**src/rtl/conware_gen_ctrl.sv**
```systemverilog
// Generation sequencer for a streaming cell-update core: gates the core's input and
// output handshakes per frame, counts generations and marks the last beat of each frame.
module conware_gen_ctrl #(
    parameter int WIDTH = 8,
    parameter int CNT_W = 16
) (
    input  logic             ACLK,
    input  logic             ARESET,
    input  logic             start,
    input  logic             abort,
    input  logic [CNT_W-1:0] cfg_rows,
    input  logic [CNT_W-1:0] cfg_gens,
    input  logic             in_beat,
    input  logic             out_beat,
    output logic             in_en,
    output logic             out_en,
    output logic             frame_last,
    output logic             busy,
    output logic             done,
    output logic             aborted,
    output logic [CNT_W-1:0] gen_count
);

    // state  | meaning
    // IDLE   | waiting for start
    // STREAM | input and output beats of the current generation enabled
    // DRAIN  | all input beats taken, waiting for the remaining output beats
    // DONE   | one-cycle completion pulse
    typedef enum logic [1:0] {IDLE, STREAM, DRAIN, DONE} state_t;

    state_t           state;
    logic [31:0]      total;
    logic [31:0]      in_cnt;
    logic [31:0]      out_cnt;
    logic [CNT_W-1:0] gens_cfg;

    logic [31:0]      in_cnt_nxt;
    logic [31:0]      out_cnt_nxt;
    logic [CNT_W-1:0] gen_nxt;

    // Outputs are decoded from registered state/counters only, so reset clears them at once.
    assign in_en      = (state == STREAM) && (in_cnt < total);
    assign out_en     = ((state == STREAM) || (state == DRAIN)) && (out_cnt < total);
    assign frame_last = out_en && (out_cnt == total - 32'd1);
    assign busy       = (state != IDLE);
    assign done       = (state == DONE);

    assign in_cnt_nxt  = in_cnt + {31'd0, (in_beat && in_en)};
    assign out_cnt_nxt = out_cnt + {31'd0, (out_beat && out_en)};
    assign gen_nxt     = gen_count + {{(CNT_W-1){1'b0}}, 1'b1};

    always_ff @(posedge ACLK or posedge ARESET) begin
        if (ARESET) begin
            state     <= IDLE;
            total     <= 32'd0;
            in_cnt    <= 32'd0;
            out_cnt   <= 32'd0;
            gens_cfg  <= '0;
            gen_count <= '0;
            aborted   <= 1'b0;
        end else begin
            case (state)
                IDLE: begin
                    if (start) begin
                        total     <= 32'(cfg_rows) * 32'(WIDTH);
                        gens_cfg  <= cfg_gens;
                        in_cnt    <= 32'd0;
                        out_cnt   <= 32'd0;
                        gen_count <= '0;
                        aborted   <= 1'b0;
                        if ((cfg_rows == '0) || (cfg_gens == '0))
                            state <= DONE;
                        else
                            state <= STREAM;
                    end
                end
                STREAM, DRAIN: begin
                    if (abort) begin
                        state   <= IDLE;
                        in_cnt  <= 32'd0;
                        out_cnt <= 32'd0;
                        aborted <= 1'b1;
                    end else if (out_cnt_nxt == total) begin
                        // Frame fully emitted: close this generation and maybe start the next.
                        gen_count <= gen_nxt;
                        in_cnt    <= 32'd0;
                        out_cnt   <= 32'd0;
                        state     <= (gen_nxt < gens_cfg) ? STREAM : DONE;
                    end else begin
                        in_cnt  <= in_cnt_nxt;
                        out_cnt <= out_cnt_nxt;
                        if (in_cnt_nxt == total)
                            state <= DRAIN;
                    end
                end
                DONE: begin
                    state <= IDLE;
                end
                default: begin
                    state <= IDLE;
                end
            endcase
        end
    end

endmodule

```
**config.mk**
```make
export PLATFORM = sky130hd
export DESIGN_NAME = conware_gen_ctrl
export DESIGN_NICKNAME = d
export VERILOG_FILES = /design/src/rtl/conware_gen_ctrl.sv
export SDC_FILE = /design/constraint.sdc
export NUM_CORES = 1
export LEC_CHECK = 0
export BUFFER_PORTS_ARGS = -buffer_cell sky130_fd_sc_hd__buf_4
export CAP_MARGIN = 20
export CORE_MARGIN = 3
export CORE_UTILIZATION = 55
export DETAILED_ROUTE_END_ITERATION = 6
export PLACE_DENSITY = 0.7
export SYNTH_ARGS = -nofsm -noshare
export SYNTH_HDL_FRONTEND = slang
export SYNTH_SLANG_ARGS = --single-unit
export TNS_END_PERCENT = 50
```
**constraint.sdc**
```tcl
create_clock -name ACLK -period 9.2 [get_ports ACLK]
set_input_delay 0 -clock ACLK [delete_from_list [all_inputs] [get_ports ACLK]]
set_output_delay 0 -clock ACLK [all_outputs]
set_load 0.01 [all_outputs]
```
==> summary.txt <==
Run status
  • Outcome: finished clean

Timing
  • F_max: 136 MHz
  • Setup TNS: 0 ns
  • Setup violators final: 0
  • Rel. slew slack: between 30% and 40%
  • Min cycle time layout: 7.36 ns
  • RSZ-0062 raised after global routing: false
  • Max-slew violation count: 0
  • Clock skew: between 0.01 and 0.015 ns
  • Tcrit/Tclk final: 80.0%
  • Hold Vio Cnt, Final: 0
  • Worst Max-Slew Pin Slew: 0.897 ns

CTS
  • Clk root buf: clkbuf_16
  • H-tree depth: 4
  • Num Clock Sinks: 115
  • Clk Latency, worst-skew pair: 0.43 ns
  • Clk slew on worst S/H paths: 0.07 ns
  • Setup Buffers After CTS: 0
  • CTS tree: done
  • TritonCTS Buffers: 17
  • Clock Tree Buf Depth: 2
  • CTS resizes: 0
  • CTS Hold Bufs: 36

GRT
  • First-pass GRT wire length: 41900 µm
  • Pin count of the biggest net entering global routing: 68
  • Vias in the first global route: 8021
  • Remaining global-route overflow: 0
  • Antenna violations before repair: 0
  • Total track usage: approximately 29%

Die
  • Initial Utilization: 56.4%
  • Die area: approximately 18000 µm²
  • Die W: 134 µm
  • Chip height: 134 µm
  • Core ar.: between 15000 and 20000 µm²
  • Ports: 60
  • FP Rows: 46

Synthesis
  • Register area share after synthesis: 32.0%
  • Avg Cell Area, Syn: 8.44 µm²
  • Primary FF master, synth: dfrtp_1
  • EDFF count, synth: 0
  • Mapped cell area: 8990 µm²
  • Synth Warn #: 0
  • Synth area leader: dfrtp_1
  • #FFs+latches synth: ~120
  • Synth top area share: 32.0%
  • Post-synth cell types: 60
  • Largest cells by area after synthesis: dfrtp_1 32%, ha_1 7.8%, xnor2_1 5.6%, mux2_2 4.5%, o21ai_0 3.6%
  • Net Count, Synth: approximately 1200
  • Async S/R FF share, synth: 100%
  • Gate Count Post-Synth: 1065

Power and ir drop
  • Final Power: 0.00244 W
  • Clock power share: between 20% and 30%
  • Internal Power: 0.00137 W
  • Combinational share of power: 44.2%
  • P_leak: 4.44 nW
  • Net Sw Power: 0.00107 W
  • Pwr dens: ~240 nW/µm²
  • Seq pwr share: between 20 and 30%
  • Worst vdd ir: 0.000204 V
  • Net Sw Frac: around 44%

Cells and area
  • Nets@finish: 1199
  • Non-Filler Cell Area, Final: 10400 µm²
  • Number of diodes: 0
  • P&R area growth vs syn: 15.3%
  • Core Util, Final: around two thirds
  • Most frequent cells in the layout: 115 x dfrtp_1, 66 x buf_4, 64 x o21ai_0, 63 x nand2_1, 59 x nor2_1
  • Filler Cell Count: around 1400
  • Most common cell after layout, fill and taps aside: dfrtp_1
  • Share of post-route cells with drive strength above 1: 13.2%

Worst setup path
  • CP endpoint kind: flop
  • Critical path startpoint: state[0]
  • Worst R2R Start: state[0]
  • Setup CP Type: flop to flop
  • CP Buf/Inv Count: 3
  • CP top delay family: simple AND/OR/NAND/NOR gates
  • Worst path required time: 9.52 ns
  • Crit-path max cell delay: 0.80 ns
  • Crit path launch type: flop
  • R2R depth: 20
  • Critical R2R Capture: gen_count[7]
  • Setup slack, reg-to-reg: 1.84 ns
  • Critical path depth: 20
  • Most used cell, CP: ha_1
  • CP cell instances: inv_1 -> ha_1 -> clkinv_1 -> a2111oi_0 -> o21ai_0 -> a21oi_1 -> nand2_1 -> nor2_1 -> ha_1 -> ha_1 -> nand3_2 -> or4_1 -> nor4_1 -> xor2_1 -> a2111o_1 -> nor4_4 -> buf_4 -> and2_1 -> o21ai_1 -> a32o_1
  • Worst-path maximum fanout: 16
  • WP data arrival: about 7.7 ns
  • CP max stage cell: nor4_4

Detailed routing
  • First drt pass iteration count: 6
  • DR vias: 8362
  • Post-Route WL: approximately 25000 µm
  • Residual DRC: 0
  • DRT iter0 DRCs: 833
  • Wire per inst: 19.0 µm
  • DRT antenna net count: 0
  • Via density: 6.27

Placement
  • Dpl hpwl: 17700 µm
  • Placer Congestion: between 0.9 and 1
  • I/O Buffers: 59
  • Area of placed instances: about 9400 µm²

Min path
  • Min-Delay Endpoint: out_cnt[0]
  • Min-delay src: out_beat
  • Worst Hold Class: primary input to flop
  • Hold path cells: 5

Job
  • Maxcap violations: 0
-- layer usage --
layer	GRT usage (%)	wire [µm]
met5	0	0
met4	12.0	845
met3	5.51	1440
met2	47.8	12100
met1	37.8	10900
-- area by class of cell --
class,instances,area (µm²),share of cell area [%]
clock buffer,18,439,4.23
clock inverter,14,134,1.29
inverter,55,209,2.01
multi-input combinational,814,5590,53.9
sequential,115,2880,27.7
tap,216,270,2.61
timing repair buffer,102,856,8.25
-- how the worst max path moves through the flow --
stage,endpoint,slack (ns)
after floorplan,gen_count[3],3.71
after global placement,gen_count[9],2.17
after detailed placement,gen_count[13],1.91
after CTS,gen_count[12],1.90
after global routing,gen_count[14],1.28
final,gen_count[7],1.84
-- worst min-delay path, stage by stage --
cell     delay (ns)
buf_4          0.08
nand2_1        0.04
nor2_1         0.10
ha_1           0.16
a22o_1         0.12
-- through the flow --
| stage | setup slack (ns) | std cells | hold slack [ns] |
|---|---|---|---|
| finish | 1.84 | 1334 | 0.118 |
| global route | 1.28 | 1334 | 0.126 |
| CTS | 1.90 | 1334 | 0.104 |
| detailed placement | 1.91 | 1266 | 0.135 |
| global placement | 2.17 | 1266 | 0.132 |
| floorplan | 3.71 | 1065 | 0.151 |
-- logic make-up after synthesis --
| family | synth area share (%) |
|---|---|
| AND/OR/NAND/NOR | 22.3 |
| AO/OA/AOI/OAI | 17.4 |
| buffers and inverters | 6.15 |
| flip-flops | 32.0 |
| XOR/XNOR | 8.38 |
| adder cells (fa/ha/maj) | 7.79 |
| multiplexers | 5.97 |
-- power by group through the flow --
stage	clock [W]	combinational [W]	sequential (W)
5_1_grt	0.000683	0.00119	0.000722
3_3_place_gp	0	0.00103	0.000713
6_report	0.000650	0.00108	0.000712
4_1_cts	0.000658	0.00107	0.000707
2_1_floorplan	0	0.000826	0.000633
3_5_place_dp	0	0.00105	0.000717
-- state kept, by name, summed over array words and instances, names as in the netlist --
signal     cells
in_cnt        32
gen_count     16
gens_cfg      16
out_cnt       32
aborted        1
state          2
total         16
-- cell usage after synthesis (13+ instances only) --
master,instances
nor2_1,60
or3_1,20
dfrtp_1,115
nand2_1,63
nor4_1,28
o21ai_0,64
a31oi_1,49
mux2_2,36
a21oi_1,58
buf_2,13
inv_1,53
xnor2_1,58
and3_1,14
nand3_1,50
nor3_1,32
clkbuf_1,58
ha_1,56
xor2_1,28
nand4_1,37
(Power assumes the default switching activity.)
